`src/rtl/muldiv_unit.sv`:
```
// Iterative multiply/divide unit with HI/LO result registers.
// Shift-add multiply and restoring divide run on unsigned magnitudes; signs are re-applied in FIXUP.
module muldiv_unit #(
  parameter int WIDTH = 32,
  parameter int CNT_W = $clog2(WIDTH) + 1
) (
  input  logic             clk,
  input  logic             reset_i,
  input  logic             op_valid_i,
  input  logic [2:0]       op_i,
  input  logic [WIDTH-1:0] rs_i,
  input  logic [WIDTH-1:0] rt_i,
  output logic             op_ready_o,
  output logic             busy_o,
  output logic             done_o,
  output logic [WIDTH-1:0] hi_o,
  output logic [WIDTH-1:0] lo_o
);

  typedef enum logic [1:0] {IDLE, CALC, FIXUP} state_t;

  localparam logic [2:0] OP_MULT  = 3'd0;
  localparam logic [2:0] OP_MULTU = 3'd1;
  localparam logic [2:0] OP_DIV   = 3'd2;
  localparam logic [2:0] OP_DIVU  = 3'd3;
  localparam logic [2:0] OP_MTHI  = 3'd4;
  localparam logic [2:0] OP_MTLO  = 3'd5;

  state_t             state_q, state_d;
  logic [CNT_W-1:0]   cnt_q, cnt_d;
  logic [WIDTH-1:0]   hi_q, hi_d;
  logic [WIDTH-1:0]   lo_q, lo_d;
  logic               done_q, done_d;
  logic [WIDTH-1:0]   acc_q, acc_d;
  logic [WIDTH-1:0]   sreg_q, sreg_d;
  logic [WIDTH-1:0]   mcand_q, mcand_d;
  logic               is_div_q, is_div_d;
  logic               dz_q, dz_d;
  logic               neg_q, neg_d;
  logic               neg_rem_q, neg_rem_d;

  logic               op_signed;
  logic               op_div;
  logic [WIDTH-1:0]   addend;
  logic [WIDTH:0]     mul_sum;
  logic [WIDTH:0]     div_shift;
  logic [WIDTH:0]     div_trial;
  logic               div_ge;
  logic [2*WIDTH-1:0] product;

  function automatic logic [WIDTH-1:0] mag(input logic [WIDTH-1:0] v, input logic sgn);
    return (sgn && v[WIDTH-1]) ? -v : v;
  endfunction

  function automatic logic [WIDTH-1:0] cond_neg(input logic [WIDTH-1:0] v, input logic n);
    return n ? -v : v;
  endfunction

  function automatic logic [2*WIDTH-1:0] cond_neg2(input logic [2*WIDTH-1:0] v, input logic n);
    return n ? -v : v;
  endfunction

  assign op_signed = (op_i == OP_MULT) || (op_i == OP_DIV);
  assign op_div    = (op_i == OP_DIV)  || (op_i == OP_DIVU);

  // Multiply: {acc,sreg} shifts right, adding the multiplicand when the multiplier LSB is set.
  assign addend  = sreg_q[0] ? mcand_q : '0;
  assign mul_sum = {1'b0, acc_q} + {1'b0, addend};

  // Divide: remainder < divisor, so the trial difference's top bit is exactly its sign.
  assign div_shift = {acc_q, sreg_q[WIDTH-1]};
  assign div_trial = div_shift - {1'b0, mcand_q};
  assign div_ge    = ~div_trial[WIDTH];

  assign product = cond_neg2({acc_q, sreg_q}, neg_q);

  always_comb begin
    state_d   = state_q;
    cnt_d     = cnt_q;
    hi_d      = hi_q;
    lo_d      = lo_q;
    done_d    = 1'b0;
    acc_d     = acc_q;
    sreg_d    = sreg_q;
    mcand_d   = mcand_q;
    is_div_d  = is_div_q;
    dz_d      = dz_q;
    neg_d     = neg_q;
    neg_rem_d = neg_rem_q;
    case (state_q)
      IDLE: begin
        if (op_valid_i) begin
          case (op_i)
            OP_MTHI: hi_d = rs_i;
            OP_MTLO: lo_d = rs_i;
            OP_MULT, OP_MULTU, OP_DIV, OP_DIVU: begin
              is_div_d  = op_div;
              dz_d      = op_div && (rt_i == '0);
              neg_d     = op_signed && (rs_i[WIDTH-1] ^ rt_i[WIDTH-1]);
              neg_rem_d = op_signed && rs_i[WIDTH-1];
              sreg_d    = mag(rs_i, op_signed);
              mcand_d   = mag(rt_i, op_signed);
              acc_d     = '0;
              cnt_d     = '0;
              state_d   = (op_div && (rt_i == '0)) ? FIXUP : CALC;
            end
            default: ;
          endcase
        end
      end
      CALC: begin
        if (is_div_q) begin
          acc_d  = div_ge ? div_trial[WIDTH-1:0] : div_shift[WIDTH-1:0];
          sreg_d = {sreg_q[WIDTH-2:0], div_ge};
        end else begin
          acc_d  = mul_sum[WIDTH:1];
          sreg_d = {mul_sum[0], sreg_q[WIDTH-1:1]};
        end
        cnt_d = cnt_q + 1'b1;
        if (cnt_q == CNT_W'(WIDTH - 1)) state_d = FIXUP;
      end
      FIXUP: begin
        if (dz_q) begin
          hi_d = '0;
          lo_d = '0;
        end else if (is_div_q) begin
          lo_d = cond_neg(sreg_q, neg_q);
          hi_d = cond_neg(acc_q, neg_rem_q);
        end else begin
          hi_d = product[2*WIDTH-1:WIDTH];
          lo_d = product[WIDTH-1:0];
        end
        cnt_d   = '0;
        done_d  = 1'b1;
        state_d = IDLE;
      end
      default: state_d = IDLE;
    endcase
  end

  always_ff @(posedge clk or posedge reset_i) begin
    if (reset_i) begin
      state_q <= IDLE;
      cnt_q   <= '0;
      hi_q    <= '0;
      lo_q    <= '0;
      done_q  <= 1'b0;
    end else begin
      state_q <= state_d;
      cnt_q   <= cnt_d;
      hi_q    <= hi_d;
      lo_q    <= lo_d;
      done_q  <= done_d;
    end
  end

  // Datapath working registers carry no reset; they are reloaded on every accepted op.
  always_ff @(posedge clk) begin
    acc_q     <= acc_d;
    sreg_q    <= sreg_d;
    mcand_q   <= mcand_d;
    is_div_q  <= is_div_d;
    dz_q      <= dz_d;
    neg_q     <= neg_d;
    neg_rem_q <= neg_rem_d;
  end

  assign busy_o     = (state_q != IDLE);
  assign op_ready_o = (state_q == IDLE);
  assign done_o     = done_q;
  assign hi_o       = hi_q;
  assign lo_o       = lo_q;

endmodule

```
`config.mk`:
```
export PLATFORM = sky130hd
export DESIGN_NAME = muldiv_unit
export DESIGN_NICKNAME = d
export VERILOG_FILES = /design/src/rtl/muldiv_unit.sv
export SDC_FILE = /design/constraint.sdc
export NUM_CORES = 1
export LEC_CHECK = 0
export CAP_MARGIN = 20
export CORE_MARGIN = 2
export CORE_UTILIZATION = 55
export CTS_BUF_LIST = sky130_fd_sc_hd__clkbuf_16
export CTS_CLUSTER_DIAMETER = 60
export DETAILED_ROUTE_END_ITERATION = 8
export PLACE_DENSITY = 0.8
export SLEW_MARGIN = 20
export SYNTH_ARGS = -nofsm -noshare
export SYNTH_HDL_FRONTEND = slang
export SYNTH_SLANG_ARGS = --single-unit
```
`constraint.sdc`:
```
create_clock -name clk -period 10.4 [get_ports clk]
set_input_delay 1.04 -clock clk [delete_from_list [all_inputs] [get_ports clk]]
set_output_delay 1.04 -clock clk [all_outputs]
set_load 0.01 [all_outputs]
```
==> summary.txt <==
Yosys
  – Synth top area cells: edfxtp_1 (21%), dfrtp_1 (13%), ha_1 (6.1%)
  – Post-synth top cells: nor2_1 (191), a21oi_1 (164), nand2_1 (149)
  – Yosys Warn Count: 0
  – Post-synthesis cell count: 1698
  – Cell variety after synth: 69
  – Mean Syn Cell Area: between 8 and 9 um^2
  – Most used DFF post-synth: edfxtp_1
  – Synth top area share: between 20% and 30%
  – Async set-reset flop share out of synthesis: between 40 and 50%
  – Post-Syn Area: around 14000 um^2
  – Synthesis-stage register bit count: about 170
  – EDFF count, synth: 100
  – Sequential share of the synthesized area: 34.04%
  – Syn Nets: 1839
  – Most common cell in the netlist: nor2_1
  – Area leader, netlist: edfxtp_1

Global routing
  – Initial antenna violation count: 0
  – M3 GR Usage: 4.771%
  – First-pass GRT wire length: 66.38 mm
  – Largest net degree at the start of global routing: 74
  – Met2 Use GR: between 50% and 60%
  – Top Usage Layer GRT: met2
  – Met1 Use GR: 41.35%
  – Vias in the first global route: 12490
  – Grt total ovfl: 0
  – Total GRT Usage: 31.44%

Clock tree
  – Clock root buffer: clkbuf_16
  – # clock sinks: ~170
  – Clock latency on the worst-skew pair: 0.44 ns
  – Postcts setup bufs: 0
  – CTS Buf Count: 17
  – Max Root-Sink Buffers: 2
  – TritonCTS clock tree: built
  – Hold Buf Count CTS: 0
  – Htree depth: 4
  – CTS clk-pin slew, worst paths: 0.07 ns
  – CTS-repair resized insts: 0

Place
  – HPWL Detailed: between 30 and 40 mm
  – Place WS: 5.460 ns
  – RD Place Congestion: between 0.9 and 1
  – Port bufs: 136
  – Dpl cell area: 15800 um^2

Power
  – Sequential power share: 31.5%
  – VDD IR-drop max: 0.1351 mV
  – Pint: 2.491 mW
  – Sw Share: 45.81%
  – Leakage Power: between 6 and 7 nW
  – Clock power share: 13.9%
  – Combinational share of power: between 50% and 60%
  – PwrDens: 280.8 nW/um^2
  – Sw Pwr: 2.105 mW

Floorplan
  – Initial core utilization: 56.17%
  – I/O pin cnt: ~140
  – Die W: 164.6 um
  – Die ar.: 27090 um^2
  – Die H: 164.6 um
  – Core Rows: 58
  – Core Box Area: 25250 um^2

STA
  – Setup_tns: 0 ns
  – # setup viols final: 0
  – Min Tclk post-route: about 5.1 ns
  – Fmax: 0.1964 GHz
  – Slew margin rel.: between 30% and 40%
  – Skew final: 0.01423 ns
  – Setup WS post-layout: about 5.3 ns
  – Fin. Hold Viols: 0
  – Final Max Tran Viols: 0
  – Worst-margin pin slew: 1.042 ns
  – Tcrit/Tclk final: 48.95%
  – RSZ-0062 raised after global routing: no

Worst setup path
  – Worst reg2reg endpoint: acc_q[18]
  – CP Max Fanout: 34
  – Arr. time, crit path: 5.34 ns
  – Reg-to-reg startpoint: sreg_q[0]
  – Reg-to-reg setup timing slack: between 5 and 6 ns
  – Worst r2r path cells: 12
  – CP startpoint kind: flop
  – Worst Path Required: 10.65 ns
  – Worst setup EP type: flop
  – Critical path type: flop to flop

Run status
  – Status: complete, no violations

Route
  – Final wirelength: 42.90 mm
  – # DRC: 0
  – Routed Antenna Nets: 0
  – Routed via count: 13540
  – Via/cell ratio: between 6 and 7
  – WL/cell: 20.15 um
  – 1st-pass router iterations: 6
  – Drt first-iter violations: 1466

Finish
  – Fin area: 16370 um^2
  – Antenna Cells: 0
  – Area grow syn2layout: 15.39%
  – Layout Nets: 1928
  – Share of layout cells above drive strength 1: 4.558%

Worst hold path
  – HP Class: flop to flop
  – Min-delay src: hi_o[24]
  – Hold depth: 2
  – Worst Hold End: hi_o[24]

Flow run
  – Number of max-cap violations: 0
-- stage by stage --
| stage | util (%) | total power, mW | std cells | hold slack (ns) |
|---|---|---|---|---|
| 6_report | 64.82 | 4.596 | 2129 | 0.4852 |
| 5_1_grt | 64.82 | 4.903 | 2129 | 0.5107 |
| 4_1_cts | 64.82 | 4.548 | 2129 | 0.4893 |
| 3_5_place_dp | 62.55 | 3.902 | 2098 | 0.4737 |
| 3_3_place_gp | 62.55 | 3.847 | 2098 | 0.4640 |
| 2_1_floorplan | - | 3.079 | 1698 | 0.5162 |
-- cell usage in the layout (no fill, tap or decap), types with 17 or more instances in the layout --
master / netlist / final
nor2_1: 191 / 188
nand3_1: 26 / 26
a21o_1: 37 / 37
xor2_1: 67 / 67
edfxtp_1: 100 / 100
clkdlybuf4s50_1: 0 / 136
a21oi_1: 164 / 164
nor3_1: 36 / 36
a31oi_1: 30 / 30
mux2i_1: 42 / 42
a22oi_1: 46 / 46
nor4_1: 26 / 26
ha_1: 69 / 69
nand2b_1: 19 / 18
nand2_1: 149 / 149
dfrtp_1: 73 / 73
inv_1: 70 / 69
xnor2_1: 96 / 96
o21ai_0: 122 / 122
o31ai_1: 25 / 25
clkbuf_16: 0 / 17
-- cell type report --
class	count	area (um^2)
fillers	2214	8885
multi-input cells	1372	8807
flip-flops and latches	173	4830
repair buffers	152	1481
clock buffers	17	425.4
well taps	330	412.9
inverters	71	266.5
clock inverters	14	146.4
-- per-layer routing --
layer	routed length [um]	share of wire (%)	up-vias
met5	0	0	-
met4	1438	3.4	0
li1	-	-	6421
met2	20120	47	673
met3	3712	8.7	91
met1	17630	41	6354
-- power by group through the flow --
| stage | sequential, mW | clock, mW | combinational [mW] |
|---|---|---|---|
| 3_3_place_gp | 1.44 | 0 | 2.41 |
| 6_report | 1.45 | 0.641 | 2.51 |
| 4_1_cts | 1.44 | 0.645 | 2.47 |
| 2_1_floorplan | 1.35 | 0 | 1.73 |
| 3_5_place_dp | 1.45 | 0 | 2.45 |
| 5_1_grt | 1.48 | 0.678 | 2.74 |
-- critical path, stage by stage (launching register included) --
cell	delay [ns]
edfxtp_1	0.46
clkinv_1	0.84
nor2_1	0.47
ha_1	0.29
a21oi_1	0.16
nor3_1	0.11
nor4_1	0.21
o21ai_0	0.24
a211oi_1	0.93
o21ai_0	0.33
a21boi_0	0.26
mux2_2	0.35
a211oi_1	0.24
-- registers in the layout (all words and copies together) (netlist names) --
signal     cells
done_o         1
neg_q          1
neg_rem_q      1
sreg_q        32
cnt_q          6
mcand_q       32
acc_q         32
is_div_q       1
lo_o          32
state_q        2
dz_q           1
hi_o          32
-- kinds of logic (layout without fill, tap and decap cells) --
kind of cell | after synthesis | in the layout | share of synthesized area (%)
flip-flops | 173 | 173 | 34.04
AO/OA/AOI/OAI | 537 | 537 | 23.62
buffers and inverters | 153 | 254 | 4.163
multiplexers | 47 | 47 | 3.360
XOR/XNOR | 163 | 163 | 10.06
adder cells (fa/ha/maj) | 71 | 71 | 6.368
AND/OR/NAND/NOR | 554 | 554 | 18.38
-- worst max-delay path by stage --
stage / from / end / slack, ns
6_report: sreg_q[0] / acc_q[18] / 5.31
5_1_grt: sreg_q[0] / acc_q[18] / 4.92
4_1_cts: sreg_q[0] / acc_q[18] / 5.43
3_5_place_dp: sreg_q[0] / acc_q[18] / 5.46
3_3_place_gp: sreg_q[0] / acc_q[18] / 5.76
2_1_floorplan: op_valid_i / acc_q[0] / 5.90
Note: power is estimated with default switching activity, not from simulation.
